==> config.mk <==
export PLATFORM = sky130hd
export DESIGN_NAME = keyboard_fifo_producer
export DESIGN_NICKNAME = d
export VERILOG_FILES = /design/src/rtl/keyboard_fifo_producer_pkg.sv /design/src/rtl/keyboard_fifo_producer.sv
export SDC_FILE = /design/constraint.sdc
export NUM_CORES = 1
export LEC_CHECK = 0
export CAP_MARGIN = 20
export CORE_MARGIN = 2
export CORE_UTILIZATION = 50
export DETAILED_ROUTE_END_ITERATION = 8
export MAX_ROUTING_LAYER = met4
export PLACE_DENSITY = 0.87
export SLEW_MARGIN = 10
export SYNTH_ARGS = -nofsm -noshare
export SYNTH_HDL_FRONTEND = slang
export SYNTH_SLANG_ARGS = --single-unit
==> constraint.sdc <==
create_clock -name i_clk -period 1.67 [get_ports i_clk]
set_input_delay 0.4175 -clock i_clk [delete_from_list [all_inputs] [get_ports i_clk]]
set_output_delay 0.4175 -clock i_clk [all_outputs]
set_load 0.02 [all_outputs]
==> src/rtl/keyboard_fifo_producer_pkg.sv <==
// rtl/keyboard_fifo_producer_pkg.sv - shared types for the keyboard-to-UART FIFO entry format
package keyboard_fifo_producer_pkg;

    // Deepest sequence one FIFO entry can carry (escape sequences, UTF-8).
    localparam int UART_FIFO_MAX_CHARS = 7;

    typedef logic [7:0] UartData_t;

    // chars[7] is the most significant slot; the drain side sends
    // chars[length] first, down to chars[1].
    typedef struct packed {
        logic [2:0]                          length;
        UartData_t [UART_FIFO_MAX_CHARS:1]   chars;
    } UartFifoData_t;

    typedef enum logic [1:0] {
        IDLE    = 2'd0,
        COLLECT = 2'd1,
        PUSH    = 2'd2
    } ProducerState_t;

endpackage

==> src/rtl/keyboard_fifo_producer.sv <==
// rtl/keyboard_fifo_producer.sv - packs a ready/valid byte stream into one FIFO entry per sequence
module keyboard_fifo_producer
    import keyboard_fifo_producer_pkg::*;
#(
    parameter int FLUSH_TIMEOUT = 0,
    parameter int TIMEOUT_WIDTH = 16
) (
    input  logic        i_clk,
    input  logic        i_rst,
    input  logic        i_byte_valid,
    input  logic [7:0]  i_byte_data,
    input  logic        i_byte_last,
    output logic        o_byte_ready,
    input  logic        i_fifo_full,
    output logic        o_fifo_write_request,
    output logic [58:0] o_fifo_in_data,
    output logic        o_busy
);

    // Count value at which the incoming byte fills the final slot.
    localparam logic [2:0] LAST_SLOT = 3'(UART_FIFO_MAX_CHARS - 1);
    // Idle count at which a partial entry is flushed (unused when disabled).
    localparam logic [TIMEOUT_WIDTH-1:0] TIMEOUT_LAST =
        TIMEOUT_WIDTH'((FLUSH_TIMEOUT > 0) ? (FLUSH_TIMEOUT - 1) : 0);
    localparam logic TIMEOUT_ON = (FLUSH_TIMEOUT > 0);

    ProducerState_t                          r_state;
    UartData_t [UART_FIFO_MAX_CHARS:1]       r_chars;
    logic [2:0]                              r_count;
    logic [TIMEOUT_WIDTH-1:0]                r_idle_cnt;

    ProducerState_t                          w_next_state;
    logic                                    w_ready;
    logic                                    w_accept;
    logic                                    w_write;
    logic                                    w_timeout_hit;
    logic [TIMEOUT_WIDTH-1:0]                w_idle_next;
    UartFifoData_t                           w_entry;

    // Handshake, write strobe, next state and idle-counter update.
    always_comb begin
        // Ready is held low while reset is asserted so nothing is taken in.
        w_ready       = i_rst && (r_state != PUSH);
        w_accept      = i_byte_valid && w_ready;
        w_write       = (r_state == PUSH) && !i_fifo_full;
        w_timeout_hit = TIMEOUT_ON && (r_state == COLLECT) &&
                        (r_idle_cnt == TIMEOUT_LAST);
        w_next_state  = r_state;
        unique case (r_state)
            IDLE, COLLECT: begin
                if (w_accept) begin
                    // The seventh byte closes the entry even without a last flag.
                    if (i_byte_last || (r_count == LAST_SLOT)) begin
                        w_next_state = PUSH;
                    end else begin
                        w_next_state = COLLECT;
                    end
                end else if (w_timeout_hit) begin
                    w_next_state = PUSH;
                end
            end
            PUSH: begin
                if (w_write) begin
                    w_next_state = IDLE;
                end
            end
            default: w_next_state = IDLE;
        endcase
        // Counter only runs while collecting; it saturates instead of wrapping.
        if ((w_next_state != COLLECT) || w_accept) begin
            w_idle_next = '0;
        end else if (r_idle_cnt != '1) begin
            w_idle_next = r_idle_cnt + 1'b1;
        end else begin
            w_idle_next = r_idle_cnt;
        end
    end

    // State, shift register, byte count and idle counter.
    always_ff @(posedge i_clk or negedge i_rst) begin
        if (!i_rst) begin
            r_state    <= IDLE;
            r_chars    <= '0;
            r_count    <= '0;
            r_idle_cnt <= '0;
        end else begin
            r_state    <= w_next_state;
            r_idle_cnt <= w_idle_next;
            if (w_write) begin
                r_chars <= '0;
                r_count <= '0;
            end else if (w_accept) begin
                // Newest byte enters slot 1; the first byte ends up in slot[count].
                r_chars <= {r_chars[UART_FIFO_MAX_CHARS-1:1], i_byte_data};
                r_count <= r_count + 3'd1;
            end
        end
    end

    // Entry is only exposed while it is being offered to the FIFO.
    always_comb begin
        w_entry.length = r_count;
        w_entry.chars  = r_chars;
        o_byte_ready         = w_ready;
        o_fifo_write_request = w_write;
        o_fifo_in_data       = (r_state == PUSH) ? w_entry : '0;
        o_busy               = (r_state != IDLE);
    end

endmodule
==> summary.txt <==
Status
  • Status: finished with violations
  • Failing checks: setup timing

Synthesis
  • Largest cells by area after synthesis: dfrtp_1, and2_1, a21oi_1
  • #FFs+latches synth: 61
  • Netlist cell types: 23
  • Syn Nets: 367
  • Seq/Total Area, Yosys: 49.1%
  • Async SR Flop Fraction: 100%
  • Number of synthesized flops with an enable pin: 0
  • Mapped Cells: 352
  • Yosys top cell area share: 49.1%
  • Most common cell in the netlist: dfrtp_1
  • Avg Inst Size Synth: 8.84 sq um
  • Top post-synthesis cells by count: dfrtp_1, and2_1, a21oi_1, o21ai_0, nand3_1
  • Synth Flop Type: dfrtp_1
  • Yosys warns: 0
  • Synthesized area: 3110 sq um
  • Area leader, netlist: dfrtp_1

Cells and area
  • Share of post-route cells with drive strength above 1: 39.6%
  • Total Nets Final: 455
  • N_diodes: 0
  • Layout Cells excl Fill: 520
  • Final Instance Area: 4680 sq um
  • Synth-to-layout area growth: 50.4%
  • Fillers: 390

Timing
  • Final cycle utilization of the critical path: 115%
  • Final worst slack: -0.253 ns
  • Final Max Slew Viols: 0
  • Final min period: 1.92 ns
  • Max frequency: 520 MHz
  • Slew headroom: 51.6%
  • Setup Viol. Count Final: 62
  • Hold_ws: 0.395 ns
  • Fin. Hold Viols: 0
  • Clk_skew: 0.00581 ns
  • Slew @ Worst Pin: 0.727 ns
  • RSZ-0062 raised after global routing: yes

Place
  • GPL Wtd Cong: 0.803
  • Worst slack, placed: -0.449 ns
  • IO buf count: 74
  • DP Wirelength: 5040 microns
  • Placed insts: 482
  • DP Area: 3960 sq um

Clock network
  • Clock latency on the worst-skew pair: 0.35 ns
  • Clk slew on worst S/H paths: 0.07 ns
  • Clock sink total: 61
  • Cts bufs inserted: 9
  • H-tree depth: 3
  • TritonCTS clock tree: done
  • Clock Tree Root: clkbuf_8
  • Max Buffers Root-to-Sink: 2

Pwr
  • PwrDens: 994 nW/um^2
  • Pleak: 2.12 nW
  • Tot Pwr: 4.65 mW
  • Worst VDD drop: 573 uV

Worst setup path
  • Worst EP required: 1.25 ns
  • CP dominant cell by count: buf_6
  • R2R setup slack: 0.03 ns
  • CP Class: flop to primary output
  • CP Max Fanout: 9
  • Crit path buffers/inverters: 3
  • Critical Path AT: 1.51 ns
  • Slowest CP cell: dfrtp_1
  • CP delay by family, top: buffers and inverters
  • Critical Path Sink Type: primary output
  • CP peak stage delay: 0.41 ns
  • Critical Path, Cell by Cell: nor2b_4 > buf_6 > buf_12 > and2_1 > buf_6
  • Startpoint Class: flop

Die
  • DIE WIDTH: 82.9 microns
  • Die footprint: 6870 sq um
  • Cell Rows: 28
  • Die height: 82.9 microns
  • IO Count: 75
  • Core Footprint: 5960 sq um
  • Starting Density: 52.2%

Global route
  • Global Route Usage Sum: 25.6%
  • Number of global-route vias before repair: 2863
  • Total grt overflow: 0
  • First-pass GRT wire length: 13900 microns
  • Initial antenna violation count: 0
  • Largest net degree at the start of global routing: 59

Detailed routing
  • Post-route ant nets: 0
  • 1st-iter DRT viols: 278
  • Drt wl/cell: 18.7 microns
  • Vias per Instance: 6.05
  • Drt drc: 0
  • Wire length after detailed routing: 9740 microns
  • Vias: 3146
  • Drt pass-1 iters: 5

Worst hold path
  • Hold crit path type: primary input to asynchronous set/reset pin

Run
  • Max-Cap Viols: 0
## state kept, by name (all words and copies together), names as in the netlist
register	flops
r_chars	56
r_count	3
r_state	2
## cells by family (layout without fill, tap and decap cells)
logic type                 Yosys count  in the layout  synth area share (%)
AOI/OAI and AO/OA                  121            121                  19.7
muxes                                1              1                 0.322
and+or+nand+nor                    127            127                  23.1
DFF                                 61             61                  49.1
buffers and inverters               40            133                  7.00
adders and majority gates            2              2                 0.804
## power by group
part / leakage (nW) / switching, mW / internal [mW]
Combinational: 1.21 / 0.702 / 0.695
Clock: 0.0877 / 0.572 / 0.620
Sequential: 0.819 / 0.277 / 1.78
## metal layers
layer,GRT usage [%],part of all wire (%)
met5,-,0
met4,11.8,3.5
met3,5.47,5.6
met2,39.4,52
met1,32.6,39
## layout make-up
cell class	instances	area, sq um	area share [%]
clock buffers	15	166	3.56
clock inverters	1	5.00	0.107
inverters	1	3.75	0.0802
multi-input cells	251	1530	32.7
flip-flops and latches	61	1530	32.6
well taps	75	93.8	2.01
repair buffers	116	1360	29.0
## cells in the final DEF, fill, tap and decap left out, drive strengths merged
master         netlist  routed
a21boi               1       1
a21oi               59      59
a31oi                1       1
and2                60      60
buf                 23      99
bufbuf               0       1
clkbuf              16      19
clkdlybuf4s50        0      11
clkinv               0       1
dfrtp               61      61
dlygate4sd3          0       1
ha                   2       2
inv                  1       1
mux2i                1       1
nand2                2       2
nand2b               1       1
nand3               58      58
nor2                 3       3
nor2b                1       1
o21ai               59      59
o31ai                1       1
or2                  1       1
or3                  1       1
## worst paths after layout
check                            start  depth (start not counted)            endpoint
max in group asynchronous        i_rst                          3         r_chars[18]
min in group i_clk         r_chars[50]                          2         r_chars[50]
min                              i_rst                          3         r_chars[53]
max                         r_state[0]                          5  o_fifo_in_data[55]
min reg2reg                r_chars[50]                          2         r_chars[50]
max reg2reg                 r_state[0]                          6         r_chars[18]
## tightest hold or removal path, stage by stage
cell and delay [ns]:
buf_2 0.11, buf_4 0.14, buf_4 0.58
## metrics by stage
stage / setup TNS, ns / utilization (%)
floorplan: 0 / -
global placement: -25.37 / 66.5
detailed placement: -29.41 / 66.5
CTS: -13.10 / 70.2
global route: -15.43 / 78.6
finish: -13.27 / 78.6
## repair_timing
action / 4_1_cts / 5_1_grt
endpoints found under the setup margin: 120 / 65
buffers inserted: 5 / 9
gates cloned: 2 / 5
pin swaps: 1 / 12
gates resized for setup: 333 / 115
hold buffers: 1 / 0
endpoints found under the hold margin: 3 / 0
Power figures use the tool's default switching activity.
